$ cat src/rtl/pipe_hazard_ctrl.sv
// Pipeline hazard controller: load-use stalls, jump flush and multi-cycle EX holds.
// Define PIPE_HAZARD_FWD_EN to enable operand forwarding selects.
module pipe_hazard_ctrl #(
    parameter int REG_ADDR_W    = 5,
    parameter int JMP_FLUSH_CYC = 2
) (
    input  logic                  clk,
    input  logic                  rst,
    input  logic [REG_ADDR_W-1:0] id_rs1,
    input  logic [REG_ADDR_W-1:0] id_rs2,
    input  logic                  id_rs1_re,
    input  logic                  id_rs2_re,
    input  logic [REG_ADDR_W-1:0] ex_rd,
    input  logic                  ex_rd_we,
    input  logic                  ex_is_load,
    input  logic [REG_ADDR_W-1:0] mem_rd,
    input  logic                  mem_rd_we,
    input  logic                  ex_jump_req,
    input  logic                  ex_mc_start,
    input  logic                  ex_mc_done,
    output logic                  pc_hold,
    output logic                  ifid_hold,
    output logic                  ifid_flush,
    output logic                  idex_hold,
    output logic                  idex_flush,
    output logic                  exmem_bubble,
`ifdef PIPE_HAZARD_FWD_EN
    output logic [1:0]            fwd_rs1_sel,
    output logic [1:0]            fwd_rs2_sel,
`endif
    output logic [31:0]           stall_cnt
);

    typedef enum logic [1:0] {
        RUN    = 2'd0,
        MCWAIT = 2'd1,
        JFLUSH = 2'd2
    } state_t;

    localparam logic [2:0] FLUSH_LOAD = 3'(JMP_FLUSH_CYC - 1);

    state_t     state;
    state_t     state_n;
    logic [2:0] fcnt;
    logic [2:0] fcnt_n;

    logic rs1_ok;
    logic rs2_ok;
    logic ex_hit1;
    logic ex_hit2;
    logic mem_hit1;
    logic mem_hit2;
    logic load_use;
    logic stall_req;

    // x0 reads are never hazards, so the address test gates every match
    assign rs1_ok   = id_rs1_re && (id_rs1 != '0);
    assign rs2_ok   = id_rs2_re && (id_rs2 != '0);
    assign ex_hit1  = rs1_ok && ex_rd_we && (ex_rd == id_rs1);
    assign ex_hit2  = rs2_ok && ex_rd_we && (ex_rd == id_rs2);
    assign mem_hit1 = rs1_ok && mem_rd_we && (mem_rd == id_rs1);
    assign mem_hit2 = rs2_ok && mem_rd_we && (mem_rd == id_rs2);
    assign load_use = ex_is_load && (ex_hit1 || ex_hit2);

`ifdef PIPE_HAZARD_FWD_EN
    assign stall_req = load_use;

    always_comb begin
        fwd_rs1_sel = 2'b00;
        fwd_rs2_sel = 2'b00;
        if (!rst) begin
            if (ex_hit1 && !ex_is_load) begin
                fwd_rs1_sel = 2'b01;
            end else if (mem_hit1) begin
                fwd_rs1_sel = 2'b10;
            end
            if (ex_hit2 && !ex_is_load) begin
                fwd_rs2_sel = 2'b01;
            end else if (mem_hit2) begin
                fwd_rs2_sel = 2'b10;
            end
        end
    end
`else
    // Without forwarding every in-flight producer must drain first
    assign stall_req = load_use || ex_hit1 || ex_hit2 || mem_hit1 || mem_hit2;
`endif

    always_comb begin
        state_n      = state;
        fcnt_n       = fcnt;
        pc_hold      = 1'b0;
        ifid_hold    = 1'b0;
        ifid_flush   = 1'b0;
        idex_hold    = 1'b0;
        idex_flush   = 1'b0;
        exmem_bubble = 1'b0;
        if (rst) begin
            ifid_flush = 1'b1;
            idex_flush = 1'b1;
            state_n    = RUN;
            fcnt_n     = 3'd0;
        end else begin
            unique case (state)
                RUN: begin
                    if (ex_jump_req) begin
                        ifid_flush = 1'b1;
                        idex_flush = 1'b1;
                        fcnt_n     = FLUSH_LOAD;
                        state_n    = (JMP_FLUSH_CYC > 1) ? JFLUSH : RUN;
                    end else if (ex_mc_start) begin
                        state_n = MCWAIT;
                    end else if (stall_req) begin
                        pc_hold    = 1'b1;
                        ifid_hold  = 1'b1;
                        idex_flush = 1'b1;
                    end
                end
                MCWAIT: begin
                    if (ex_mc_done) begin
                        state_n = RUN;
                    end else begin
                        pc_hold      = 1'b1;
                        ifid_hold    = 1'b1;
                        idex_hold    = 1'b1;
                        exmem_bubble = 1'b1;
                    end
                end
                JFLUSH: begin
                    ifid_flush = 1'b1;
                    idex_flush = 1'b1;
                    // leave once the decrement reaches zero
                    if (fcnt <= 3'd1) begin
                        fcnt_n  = 3'd0;
                        state_n = RUN;
                    end else begin
                        fcnt_n = fcnt - 3'd1;
                    end
                end
                default: begin
                    state_n = RUN;
                    fcnt_n  = 3'd0;
                end
            endcase
        end
    end

    always_ff @(posedge clk) begin
        if (rst) begin
            state <= RUN;
            fcnt  <= 3'd0;
        end else begin
            state <= state_n;
            fcnt  <= fcnt_n;
        end
    end

    always_ff @(posedge clk) begin
        if (rst) begin
            stall_cnt <= 32'd0;
        end else if (pc_hold) begin
            stall_cnt <= stall_cnt + 32'd1;
        end
    end

endmodule

$ cat config.mk
export PLATFORM = sky130hd
export DESIGN_NAME = pipe_hazard_ctrl
export DESIGN_NICKNAME = d
export VERILOG_FILES = /design/src/rtl/pipe_hazard_ctrl.sv
export SDC_FILE = /design/constraint.sdc
export NUM_CORES = 1
export LEC_CHECK = 0
export ABC_CLOCK_PERIOD_IN_PS = 4100
export BUFFER_PORTS_ARGS = -buffer_cell sky130_fd_sc_hd__buf_4
export CAP_MARGIN = 20
export CORE_MARGIN = 8
export CORE_UTILIZATION = 55
export DETAILED_ROUTE_END_ITERATION = 8
export PLACE_DENSITY = 0.85
export SKIP_CTS_REPAIR_TIMING = 1
export SLEW_MARGIN = 0
export SYNTH_ARGS = -nofsm -noshare
export SYNTH_HDL_FRONTEND = slang
export SYNTH_SLANG_ARGS = --single-unit
$ cat constraint.sdc
create_clock -name clk -period 4.1 [get_ports clk]
set_input_delay 0.41 -clock clk [delete_from_list [all_inputs] [get_ports clk]]
set_output_delay 0.41 -clock clk [all_outputs]
set_load 0.03 [all_outputs]
==> metrics.md <==
| Metric | Value |
|---|---|
| Status | `finished clean` |
| R2r worst-path depth | `7` |
| Met2 Track Usage GR | `0.3328` |
| Share of power burned in registers | `0.511` |
| Proportion of total power due to net switching | `0.2547` |
| Most common library cell in the layout ignoring fill and taps | `buf_4` |
| Synth Area in Compound Gates | `0.2184` |
| Worst slack, placed | `1.124 ns` |
| Met1 Track Usage GR | `0.2102` |
| Max-cap check violation count | `0` |
| Global routing met3 resource utilization | `0.05305` |
| Worst reg2reg path endpoint | `stall_cnt[22]` |
| GPL Wtd Cong | `0.9225` |
| Power per unit of standard cell area | `between 200 and 300 mW/mm^2` |
| Antenna diodes | `0` |
| Final count of negative-setup-slack endpoints | `0` |
| Boundary Pins | `68` |
| WL per Instance | `approximately 15 um` |
| Flop-to-flop setup slack | `1.61 ns` |
| Share of flip-flops with an asynchronous set or reset | `0` |
| Post-detailed-route count of antenna-violating nets | `0` |
| Vias in the first global route | `between 2000 and 2500` |
| Total gr overflow | `0` |
| End-of-flow core utilization | `0.7097` |
| Number of distinct library cell variants in the gate-level netlist after synthesis | `45` |
| Remaining design rule violation count | `0` |
| Nature of the critical path startpoint | `primary input` |
| Simple logic cell fraction of the synthesized area | `0.2901` |
| Share of cells above drive strength 1 | `0.2568` |
| Crit path arrival time | `between 2 and 3 ns` |
| Num rows | `23` |
| Slew at the pin closest to its max-slew limit | `0.7198 ns` |
| Clock Tree Buf Depth | `2` |
| Total half-perimeter wirelength after legalization and detailed placement | `around 4400 um` |
| Critical Path RT | `around 3.7 ns` |
| Source of the critical timing path | `id_rs1[1]` |
| Die span in y | `between 70 and 80 um` |
| Port Buf Inserts | `66` |
| Share of synthesized area occupied by flip-flops and latches | `0.3367` |
| Total number of vias | `~2200` |
| Kind of end point of the critical path | `output port` |
| Gr busiest metal | `met2` |
| Top FF cell, synth | `dfxtp_1` |
| Final number of max-transition violations | `0` |
| Die area | `0.006279 mm^2` |
| Area share of xor/xnor cells in the synthesized design | `0.08760` |
| Relative slew slack | `0.5184` |
| Critical path class | `in2out` |
| Crit path setup slack, layout | `around 1.1 ns` |
| Wire length of the first global-routing pass | `between 9000 and 10000 um` |
| Antenna violations before repair | `0` |
| Register bit total from synthesis | `37` |
| Unrepaired setup endpoints after global routing | `false` |
| Net count after synthesis | `just over 300` |
| Clock latency of the later-clocked register in the worst-skew pair | `a little under 0.3 ns` |
| Post-synthesis share of cell area spent on full adders, half adders and majority gates | `0.01138` |
| Buffer cell driving the clock tree root | `clkbuf_8` |
| Netlist Area Pre-Place | `between 0.002 and 0.0025 mm^2` |
| Net load switching power | `0.1830 mW` |
| Commonest non-fill, non-tap cells in the layout | `buf_4, dfxtp_1, a21oi_1` |
| Highest net fanout along the worst path | `50` |
| CTS tree | `yes` |
| GRT Resource Usage Total | `0.1878` |
| Ratio of final minimum period to clock period | `0.7329` |
| Number of fillers in the final layout | `355` |
| Worst clock skew on the final layout | `0.01005 ns` |
| Synthesized netlist cell count | `271` |
| Maximum number of pins on one net before global-route repair | `between 50 and 60` |
| Number of enable flip-flop cells after synthesis | `0` |
| Static Leak | `between 1 and 1.5 nW` |
| Largest vdd supply drop | `0.1847 mV` |
| Effective utilization at floorplan | `0.5620` |
| Worst Hold Launch | `ex_mc_start` |
| Number of nets in the finished design | `363` |
| Peak clock frequency supported by timing | `roughly 330 MHz` |
| Combinational family with the most area after synthesis | `simple AND/OR/NAND/NOR gates` |
| P&R area growth vs syn | `26.28%` |
| Floorplan Core Area | `0.003914 mm^2` |
| TritonCTS sink count | `37` |
| Share of power burned in the clock network | `0.367` |
| Total internal power | `between 0.5 and 0.6 mW` |
| 1st-pass router iterations | `4` |
| Post-Route WL | `5836 um` |
| Logic gate share of total power | `0.123` |
| Clock input transition at the sequential cells of the worst setup and hold paths | `0.07 ns` |
| Minimum clock period after layout | `~3 ns` |
| Multiplexer area fraction after synthesis | `0.005119` |
| TNS Setup | `0 ns` |
| Drt initial violations | `112` |
| Worst min-delay path category | `in2reg` |
| Capturing element of the worst setup path | `pc_hold` |
| Hold violation count in the final report | `0` |
| Startpoint of the lowest-slack register-to-register path | `stall_cnt[5]` |
| Number of levels in the clock H-tree | `2` |
| Drt via density | `5.874` |
| Avg Synthesized Cell Area | `8.117 um^2` |
| Yosys warning total | `0` |
| Horizontal die dimension | `approximately 80 um` |
| Number of CTS-inserted buffers | `5` |
[power groups by stage]
stage / Clock, mW / Combinational [mW] / Sequential [mW]
floorplan: 0 / 0.0518 / 0.373
global placement: 0 / 0.0860 / 0.375
detailed placement: 0 / 0.0878 / 0.375
CTS: 0.265 / 0.0881 / 0.367
global route: 0.283 / 0.0950 / 0.368
finish: 0.264 / 0.0882 / 0.367
[synthesized netlist by cell type (all sizes together) (3+ instances only)]
master | number | area, um^2
dfxtp | 37 | 740.7
and3 | 7 | 48.80
xor2 | 4 | 35.03
nand3 | 15 | 80.08
a21oi | 36 | 180.2
and2 | 4 | 25.02
clkbuf | 8 | 31.28
nand2 | 17 | 63.81
nor3 | 4 | 20.02
nand4 | 7 | 43.79
or4 | 11 | 82.58
inv | 11 | 41.29
or3 | 17 | 106.4
and4 | 5 | 46.29
a21o | 3 | 22.52
nor2 | 12 | 45.04
o31ai | 8 | 60.06
o21ai | 20 | 103.9
buf | 5 | 38.78
xnor2 | 18 | 157.7
[cells by family (layout without fill, tap and decap cells)]
group           count (synthesis)  in the layout
compound gates                 77             77
simple gates                  108            108
buf+inv                        24             84
flops                          37             37
xor+xnor                       22             22
mux                             1              1
fa+ha+maj                       2              2
[per-stage QoR]
stage          instances  hold WS [ns]  power [mW]  area (um^2)
3_3_place_gp         374        0.4750      0.4612         2688
2_1_floorplan        271        0.4580      0.4243         2200
3_5_place_dp         374        0.4887      0.4633         2688
5_1_grt              381        0.4082      0.7458         2778
6_report             381        0.4103      0.7186         2778
4_1_cts              381        0.4042      0.7203         2778
[worst max-delay path, cell delays in order]
cell and delay [ns]:
buf_4 0.13, or4_1 0.52, o21ai_1 0.20, nor3_1 0.12
o211ai_2 0.29, and3_4 0.51, nor3_1 0.19, buf_4 0.23
[metal layers]
layer,wire length [um],part of all wire
met1,2465,0.42
met2,2926,0.50
met3,346,0.059
met4,97,0.017
met5,0,0
[worst min path at each step]
stage / cells past startpoint / endpoint / slack [ns]
after floorplan: 2 / fcnt[2] / 0.46
after global placement: 2 / fcnt[2] / 0.47
after detailed placement: 2 / stall_cnt[31] / 0.49
after CTS: 3 / state[0] / 0.40
after global routing: 3 / state[0] / 0.41
final: 3 / state[0] / 0.41
[state kept, by name, indices dropped and copies added, names as in the netlist]
| register | count |
|---|---|
| fcnt | 3 |
| stall_cnt | 32 |
| state | 2 |
[area by class of cell]
cell class	count	area, um^2	share of cell area
tap	50	62.56	0.02252
sequential	37	740.7	0.2667
multi-input combinational	210	1348	0.4851
clock inverter	1	7.507	0.002703
timing repair buffer	66	495.5	0.1784
inverter	11	41.29	0.01486
clock buffer	6	82.58	0.02973
Note: power is estimated with default switching activity, not from simulation.
